===== config.mk =====
export PLATFORM = sky130hd
export DESIGN_NAME = color_bbox_detect
export DESIGN_NICKNAME = d
export VERILOG_FILES = /design/src/rtl/color_bbox_detect.sv
export SDC_FILE = /design/constraint.sdc
export NUM_CORES = 1
export LEC_CHECK = 0
export CORE_ASPECT_RATIO = 0.9
export CORE_MARGIN = 4
export CORE_UTILIZATION = 45
export CTS_CLUSTER_SIZE = 14
export DETAILED_ROUTE_END_ITERATION = 6
export GPL_TIMING_DRIVEN = 0
export PLACE_DENSITY_LB_ADDON = 0.25
export REMOVE_ABC_BUFFERS = 1
export SLEW_MARGIN = 5
export SYNTH_ARGS = -nofsm -noshare
export SYNTH_HDL_FRONTEND = slang
export SYNTH_SLANG_ARGS = --single-unit

===== constraint.sdc =====
create_clock -name pixelclk -period 3.45 [get_ports pixelclk]
set_input_delay 0.5175 -clock pixelclk [delete_from_list [all_inputs] [get_ports pixelclk]]
set_output_delay 0.5175 -clock pixelclk [all_outputs]
set_load 0.01 [all_outputs]

===== src/rtl/color_bbox_detect.sv =====
// color_bbox_detect
//   Thresholds one channel of a 24-bit saliency stream and accumulates the bounding box
//   and hit count of above-threshold pixels over each frame. It reports them at the next
//   frame start (i_vsync rising edge). The video is forwarded with a fixed 2-cycle latency.
//   The previous frame's box is drawn as a rectangle outline.
//
// Ports
//   pixelclk, reset_n            clock, asynchronous active-low reset
//   din, i_hsync, i_vsync, i_de  input video (i_vsync rising edge = frame start)
//   cfg_thresh                   hit threshold, captured at each frame start
//   overlay_en                   1 = draw the box outline on dout
//   dout, o_hsync, o_vsync, o_de output video, 2 cycles behind the inputs
//   box_valid                    one-cycle pulse when the box_* / hit_count outputs update
//   box_found                    previous frame's hit count >= MIN_PIXELS
//   box_xmin/xmax/ymin/ymax      inclusive box bounds (all 0 when not found)
//   hit_count                    previous frame's hit count
module color_bbox_detect #(
    parameter int unsigned    DW         = 24,
    parameter int unsigned    XW         = 12,
    parameter int unsigned    YW         = 12,
    parameter int unsigned    CW         = 20,
    parameter int unsigned    CH_SEL     = 0,
    parameter int unsigned    MIN_PIXELS = 16,
    parameter logic [DW-1:0]  BOX_COLOR  = 24'h00FF00
) (
    input  logic          pixelclk,
    input  logic          reset_n,
    input  logic [DW-1:0] din,
    input  logic          i_hsync,
    input  logic          i_vsync,
    input  logic          i_de,
    input  logic [7:0]    cfg_thresh,
    input  logic          overlay_en,
    output logic [DW-1:0] dout,
    output logic          o_hsync,
    output logic          o_vsync,
    output logic          o_de,
    output logic          box_valid,
    output logic          box_found,
    output logic [XW-1:0] box_xmin,
    output logic [XW-1:0] box_xmax,
    output logic [YW-1:0] box_ymin,
    output logic [YW-1:0] box_ymax,
    output logic [CW-1:0] hit_count
);

    localparam logic [1:0] StWaitFrame = 2'd0;
    localparam logic [1:0] StAccum     = 2'd1;
    localparam logic [1:0] StReport    = 2'd2;

    localparam logic [XW-1:0] X_MAX   = '1;
    localparam logic [YW-1:0] Y_MAX   = '1;
    localparam logic [CW-1:0] CNT_MAX = '1;
    localparam logic [CW-1:0] MIN_CNT = CW'(MIN_PIXELS);

    // Edge detectors and coordinate counters
    logic          vsync_q, de_q;
    logic          vs_rise, de_fall;
    logic [XW-1:0] x_q, x_d;
    logic [YW-1:0] y_q, y_d;

    assign vs_rise = i_vsync & ~vsync_q;
    assign de_fall = de_q & ~i_de;

    // x_q is the coordinate of the current de pixel; it advances after each one.
    always_comb begin
        x_d = '0;
        if (i_de) begin
            x_d = (x_q == X_MAX) ? x_q : x_q + XW'(1);
        end
    end

    always_comb begin
        y_d = y_q;
        if (vs_rise) begin
            y_d = '0;
        end else if (de_fall && (y_q != Y_MAX)) begin
            y_d = y_q + YW'(1);
        end
    end

    // Hit detection on the selected channel
    logic [7:0] thr_q, thr_d;
    logic [7:0] chan;
    logic       hit;

    assign chan = din[8*(2-CH_SEL) +: 8];
    assign hit  = i_de & (chan >= thr_q);

    // Accumulator FSM
    logic [1:0]    state_q, state_d;
    logic [XW-1:0] acc_xmin_q, acc_xmin_d, acc_xmax_q, acc_xmax_d;
    logic [YW-1:0] acc_ymin_q, acc_ymin_d, acc_ymax_q, acc_ymax_d;
    logic [CW-1:0] acc_cnt_q, acc_cnt_d;

    logic          box_valid_d, box_found_d;
    logic [XW-1:0] box_xmin_d, box_xmax_d;
    logic [YW-1:0] box_ymin_d, box_ymax_d;
    logic [CW-1:0] hit_count_d;
    logic          found;

    assign found = (acc_cnt_q >= MIN_CNT);

    always_comb begin
        state_d     = state_q;
        thr_d       = thr_q;
        acc_xmin_d  = acc_xmin_q;
        acc_xmax_d  = acc_xmax_q;
        acc_ymin_d  = acc_ymin_q;
        acc_ymax_d  = acc_ymax_q;
        acc_cnt_d   = acc_cnt_q;
        box_valid_d = 1'b0;
        box_found_d = box_found;
        box_xmin_d  = box_xmin;
        box_xmax_d  = box_xmax;
        box_ymin_d  = box_ymin;
        box_ymax_d  = box_ymax;
        hit_count_d = hit_count;

        case (state_q)
            StWaitFrame: begin
                if (vs_rise) begin
                    thr_d      = cfg_thresh;
                    acc_xmin_d = '0;
                    acc_xmax_d = '0;
                    acc_ymin_d = '0;
                    acc_ymax_d = '0;
                    acc_cnt_d  = '0;
                    state_d    = StAccum;
                end
            end
            StAccum: begin
                if (vs_rise) begin
                    // Threshold is taken on the true vsync edge; bounds are held for REPORT.
                    thr_d   = cfg_thresh;
                    state_d = StReport;
                end else if (hit) begin
                    // A zero count means no hit yet this frame (the count saturates, never wraps).
                    if (acc_cnt_q == '0) begin
                        acc_xmin_d = x_q;
                        acc_xmax_d = x_q;
                        acc_ymin_d = y_q;
                        acc_ymax_d = y_q;
                    end else begin
                        if (x_q < acc_xmin_q) acc_xmin_d = x_q;
                        if (x_q > acc_xmax_q) acc_xmax_d = x_q;
                        if (y_q < acc_ymin_q) acc_ymin_d = y_q;
                        if (y_q > acc_ymax_q) acc_ymax_d = y_q;
                    end
                    if (acc_cnt_q != CNT_MAX) begin
                        acc_cnt_d = acc_cnt_q + CW'(1);
                    end
                end
            end
            StReport: begin
                box_valid_d = 1'b1;
                box_found_d = found;
                box_xmin_d  = found ? acc_xmin_q : '0;
                box_xmax_d  = found ? acc_xmax_q : '0;
                box_ymin_d  = found ? acc_ymin_q : '0;
                box_ymax_d  = found ? acc_ymax_q : '0;
                hit_count_d = acc_cnt_q;
                acc_xmin_d  = '0;
                acc_xmax_d  = '0;
                acc_ymin_d  = '0;
                acc_ymax_d  = '0;
                acc_cnt_d   = '0;
                state_d     = StAccum;
            end
            default: begin
                state_d = StWaitFrame;
            end
        endcase
    end

    always_ff @(posedge pixelclk or negedge reset_n) begin
        if (!reset_n) begin
            vsync_q    <= 1'b0;
            de_q       <= 1'b0;
            x_q        <= '0;
            y_q        <= '0;
            thr_q      <= '0;
            state_q    <= StWaitFrame;
            acc_xmin_q <= '0;
            acc_xmax_q <= '0;
            acc_ymin_q <= '0;
            acc_ymax_q <= '0;
            acc_cnt_q  <= '0;
            box_valid  <= 1'b0;
            box_found  <= 1'b0;
            box_xmin   <= '0;
            box_xmax   <= '0;
            box_ymin   <= '0;
            box_ymax   <= '0;
            hit_count  <= '0;
        end else begin
            vsync_q    <= i_vsync;
            de_q       <= i_de;
            x_q        <= x_d;
            y_q        <= y_d;
            thr_q      <= thr_d;
            state_q    <= state_d;
            acc_xmin_q <= acc_xmin_d;
            acc_xmax_q <= acc_xmax_d;
            acc_ymin_q <= acc_ymin_d;
            acc_ymax_q <= acc_ymax_d;
            acc_cnt_q  <= acc_cnt_d;
            box_valid  <= box_valid_d;
            box_found  <= box_found_d;
            box_xmin   <= box_xmin_d;
            box_xmax   <= box_xmax_d;
            box_ymin   <= box_ymin_d;
            box_ymax   <= box_ymax_d;
            hit_count  <= hit_count_d;
        end
    end

    // Video path: stage 1 captures pixel, syncs and position; stage 2 applies the outline.
    logic [DW-1:0] pix1_q;
    logic          hs1_q, vs1_q, de1_q;
    logic [XW-1:0] x1_q;
    logic [YW-1:0] y1_q;
    logic          in_x, in_y, on_x, on_y, edge_px;

    assign in_x    = (x1_q >= box_xmin) && (x1_q <= box_xmax);
    assign in_y    = (y1_q >= box_ymin) && (y1_q <= box_ymax);
    assign on_x    = (x1_q == box_xmin) || (x1_q == box_xmax);
    assign on_y    = (y1_q == box_ymin) || (y1_q == box_ymax);
    assign edge_px = box_found & overlay_en & de1_q & ((on_x & in_y) | (on_y & in_x));

    always_ff @(posedge pixelclk or negedge reset_n) begin
        if (!reset_n) begin
            pix1_q  <= '0;
            hs1_q   <= 1'b0;
            vs1_q   <= 1'b0;
            de1_q   <= 1'b0;
            x1_q    <= '0;
            y1_q    <= '0;
            dout    <= '0;
            o_hsync <= 1'b0;
            o_vsync <= 1'b0;
            o_de    <= 1'b0;
        end else begin
            pix1_q  <= din;
            hs1_q   <= i_hsync;
            vs1_q   <= i_vsync;
            de1_q   <= i_de;
            x1_q    <= x_q;
            y1_q    <= y_q;
            dout    <= edge_px ? BOX_COLOR : pix1_q;
            o_hsync <= hs1_q;
            o_vsync <= vs1_q;
            o_de    <= de1_q;
        end
    end

endmodule

==> metrics.cfg <==
[power]
pwr-share-seq_pct=41.2
p_per_area_mw_per_mm2=555
power.internal_mw=5.68
peakVddDrop_mv=0.345
pwr-share-clk_pct=35.7
leakagePower_nw=6.60
combPwrFrac_pct=23.2
p_sw_mw=2.40
swShare_pct=29.7

[sta]
setup_viol=0
maxSlewViolCount=0
maxSlewHeadroom_pct=28.6
finalCriticalPeriod_ps=3250
period_share_pct=94.2
worst_pin_slew_ps=1070
max_freq_mhz=308
grt_setup_unrepaired=no
clock_skew_ps=19.4
finalHoldViolCount=0

[routing]
wl_per_cell_um=16.9
route.met3.wl_um=1280
drc=0
first_iter_violations=620
ant_nets=0
route.vias.total=8685
wl_met1_um=13300
wl_met2_um=12500
first_pass_iters=5
dr.max_layer_used=met4
wl_um=27700
viasPerCell=5.32

[placement]
dpl-instance-area_sq_mm=0.0136
hpwl_um=19500
gp_congestion=0.831
placed_cells=1585
io_buffers=134

[floorplan]
num_io_pins=135
core.rowCount=56
dieArea_sq_mm=0.0291
die_x_um=179
die_y_um=162
initial_utilization_pct=45.6
core_area_sq_mm=0.0261

[layout]
nets=1411
mostFrequentLayoutCells=250 x dfrtp_1, 154 x nand2_1, 133 x clkdlybuf4s50_1
diodes=0
syn2layout_area_growth_pct=22.4
final-instance-count-excl-fill=1633
stdcell_area_sq_mm=0.0146
final_common_cell=dfrtp_1
drive_above_1_share_pct=5.53

[setup_path]
slowest_delay_ps=710
cp-start-kind=input pin
slowest_stage=o41ai_4
path_class=in2reg
crit_fanout=13
arrival_ps=3670
end_kind=flop
cp.required_ps=3870
path_cells=clkdlybuf4s50_1 -> inv_1 -> ha_1 -> nand2b_4 -> a2111oi_4 -> nor3_2 -> o41ai_4 -> buf_6 -> a21o_1 -> mux2_2

[clock_network]
cts_tree=done
clock_path_buffers=3
clkLatencyLatePin_ps=530
post_cts_buffers=0
cts_buffers=27
cts_max_level=1
cts_root_buffer=clkbuf_16
numClockSinks=250
clkTransAtPathRegs_ps=60

[global_route]
antenna_found_initial=0
grt_max_degree=117
grt_util_all_layers_pct=19.5
grt_pass1_vias=8782
grt_pass1_wl_um=46100
grt_overflow=0

[yosys]
syn_avg_cell_area_sq_um=10.5
netlist_area_sq_mm=0.0119
synth-edff-count=0
synth_seq_cells=250
yosysSeqAreaShare_pct=52.6
async_flop_share_pct=100
synth_cell_types=64
synthCells=1135
yosysWarnings=0
synthFlopType=dfrtp_1

[min_path]
hp-class=reg2reg

[flow_run]
max_cap_viol_count=0

[outcome]
status=finished, final reports clean

metal layers:
metal,vias up,track usage [%]
li1,4212,-
met4,0,4.85
met1,4270,29.0
met3,45,3.40
met5,-,0
met2,158,29.7
timing repair:
action	CTS	global route
gates resized for setup	2	1
endpoints found under the hold margin	37	0
pin swaps	0	0
setup endpoints to repair	12	2
hold buffers	1	0
final timing paths:
| kind | from | to | slack, ps | cells past startpoint |
|---|---|---|---|---|
| max in group asynchronous | reset_n | x_q[1] | 2060 | 3 |
| worst min register to register | hs1_q | o_hsync | 360 | 0 |
| min in group asynchronous | reset_n | box_valid | 460 | 2 |
| worst max register to register | vs1_q | acc_xmax_q[0] | 300 | 7 |
| worst min-delay path | hs1_q | o_hsync | 360 | 0 |
| worst max-delay path | din[16] | acc_ymin_q[10] | 200 | 10 |
area by class of cell:
cell class	count	area, sq um
Fill cell	2282	11500
Sequential cell	250	6260
Multi-Input combinational cell	733	5060
Timing Repair Buffer	143	1490
Clock buffer	43	816
Tap cell	348	435
Inverter	112	422
Clock inverter	4	70.1
through the flow:
step	utilization [%]	hold WS, ps	power [mW]	setup WS, ps	TNS [ps]
4_1_cts	55.8	365	8.14	74.4	0
3_5_place_dp	52.3	350	5.22	-710	-18410
5_1_grt	55.8	377	8.53	9.09	0
2_1_floorplan	-	222	4.38	85.8	0
3_3_place_gp	51.7	336	5.11	-8860	-2339590
6_report	55.8	362	8.08	199	0
Yosys cell counts (9+ instances only):
| library cell | count | area [sq um] |
|---|---|---|
| nor2_1 | 36 | 135 |
| a21o_1 | 11 | 82.6 |
| a211oi_1 | 12 | 90.1 |
| a21oi_1 | 46 | 230 |
| clkbuf_1 | 24 | 90.1 |
| nand2_1 | 154 | 578 |
| o21ai_0 | 79 | 395 |
| a22o_1 | 27 | 236 |
| ha_1 | 106 | 1330 |
| dfrtp_1 | 250 | 6260 |
| nand3_1 | 27 | 135 |
| mux2i_1 | 27 | 270 |
| nor3_1 | 14 | 70.1 |
| nand4_1 | 33 | 206 |
| nand2b_1 | 16 | 100 |
| inv_1 | 111 | 417 |
| or4_1 | 9 | 67.6 |
| and2_1 | 24 | 150 |
power groups by stage:
stage / Sequential (mW) / Combinational [mW] / Clock (mW)
2_1_floorplan: 3.40 / 0.982 / 0
3_3_place_gp: 3.38 / 1.74 / 0
3_5_place_dp: 3.38 / 1.85 / 0
4_1_cts: 3.33 / 1.88 / 2.94
5_1_grt: 3.36 / 2.08 / 3.09
6_report: 3.32 / 1.87 / 2.88
cells by family (layout without fill, tap and decap cells):
kind of cell | count (synthesis) | in the layout | synth area share (%)
xor+xnor | 16 | 16 | 1.18
mux | 32 | 32 | 2.75
fa+ha+maj | 106 | 106 | 11.2
compound gates | 224 | 224 | 12.4
buf+inv | 152 | 302 | 5.19
flops | 250 | 250 | 52.6
simple gates | 355 | 355 | 14.7
worst max-delay path, delay by kind of cell:
family | cells | cell delay, ps
compound gates | 3 | 1420
fa+ha+maj | 1 | 280
buf+inv | 3 | 790
mux | 1 | 380
simple gates | 2 | 280
sequential cells by signal (all words and copies together) (netlist names), 20 cells and up:
name / count
hit_count: 20
acc_cnt_q: 20
dout: 24
pix1_q: 24
Power figures use the tool's default switching activity.
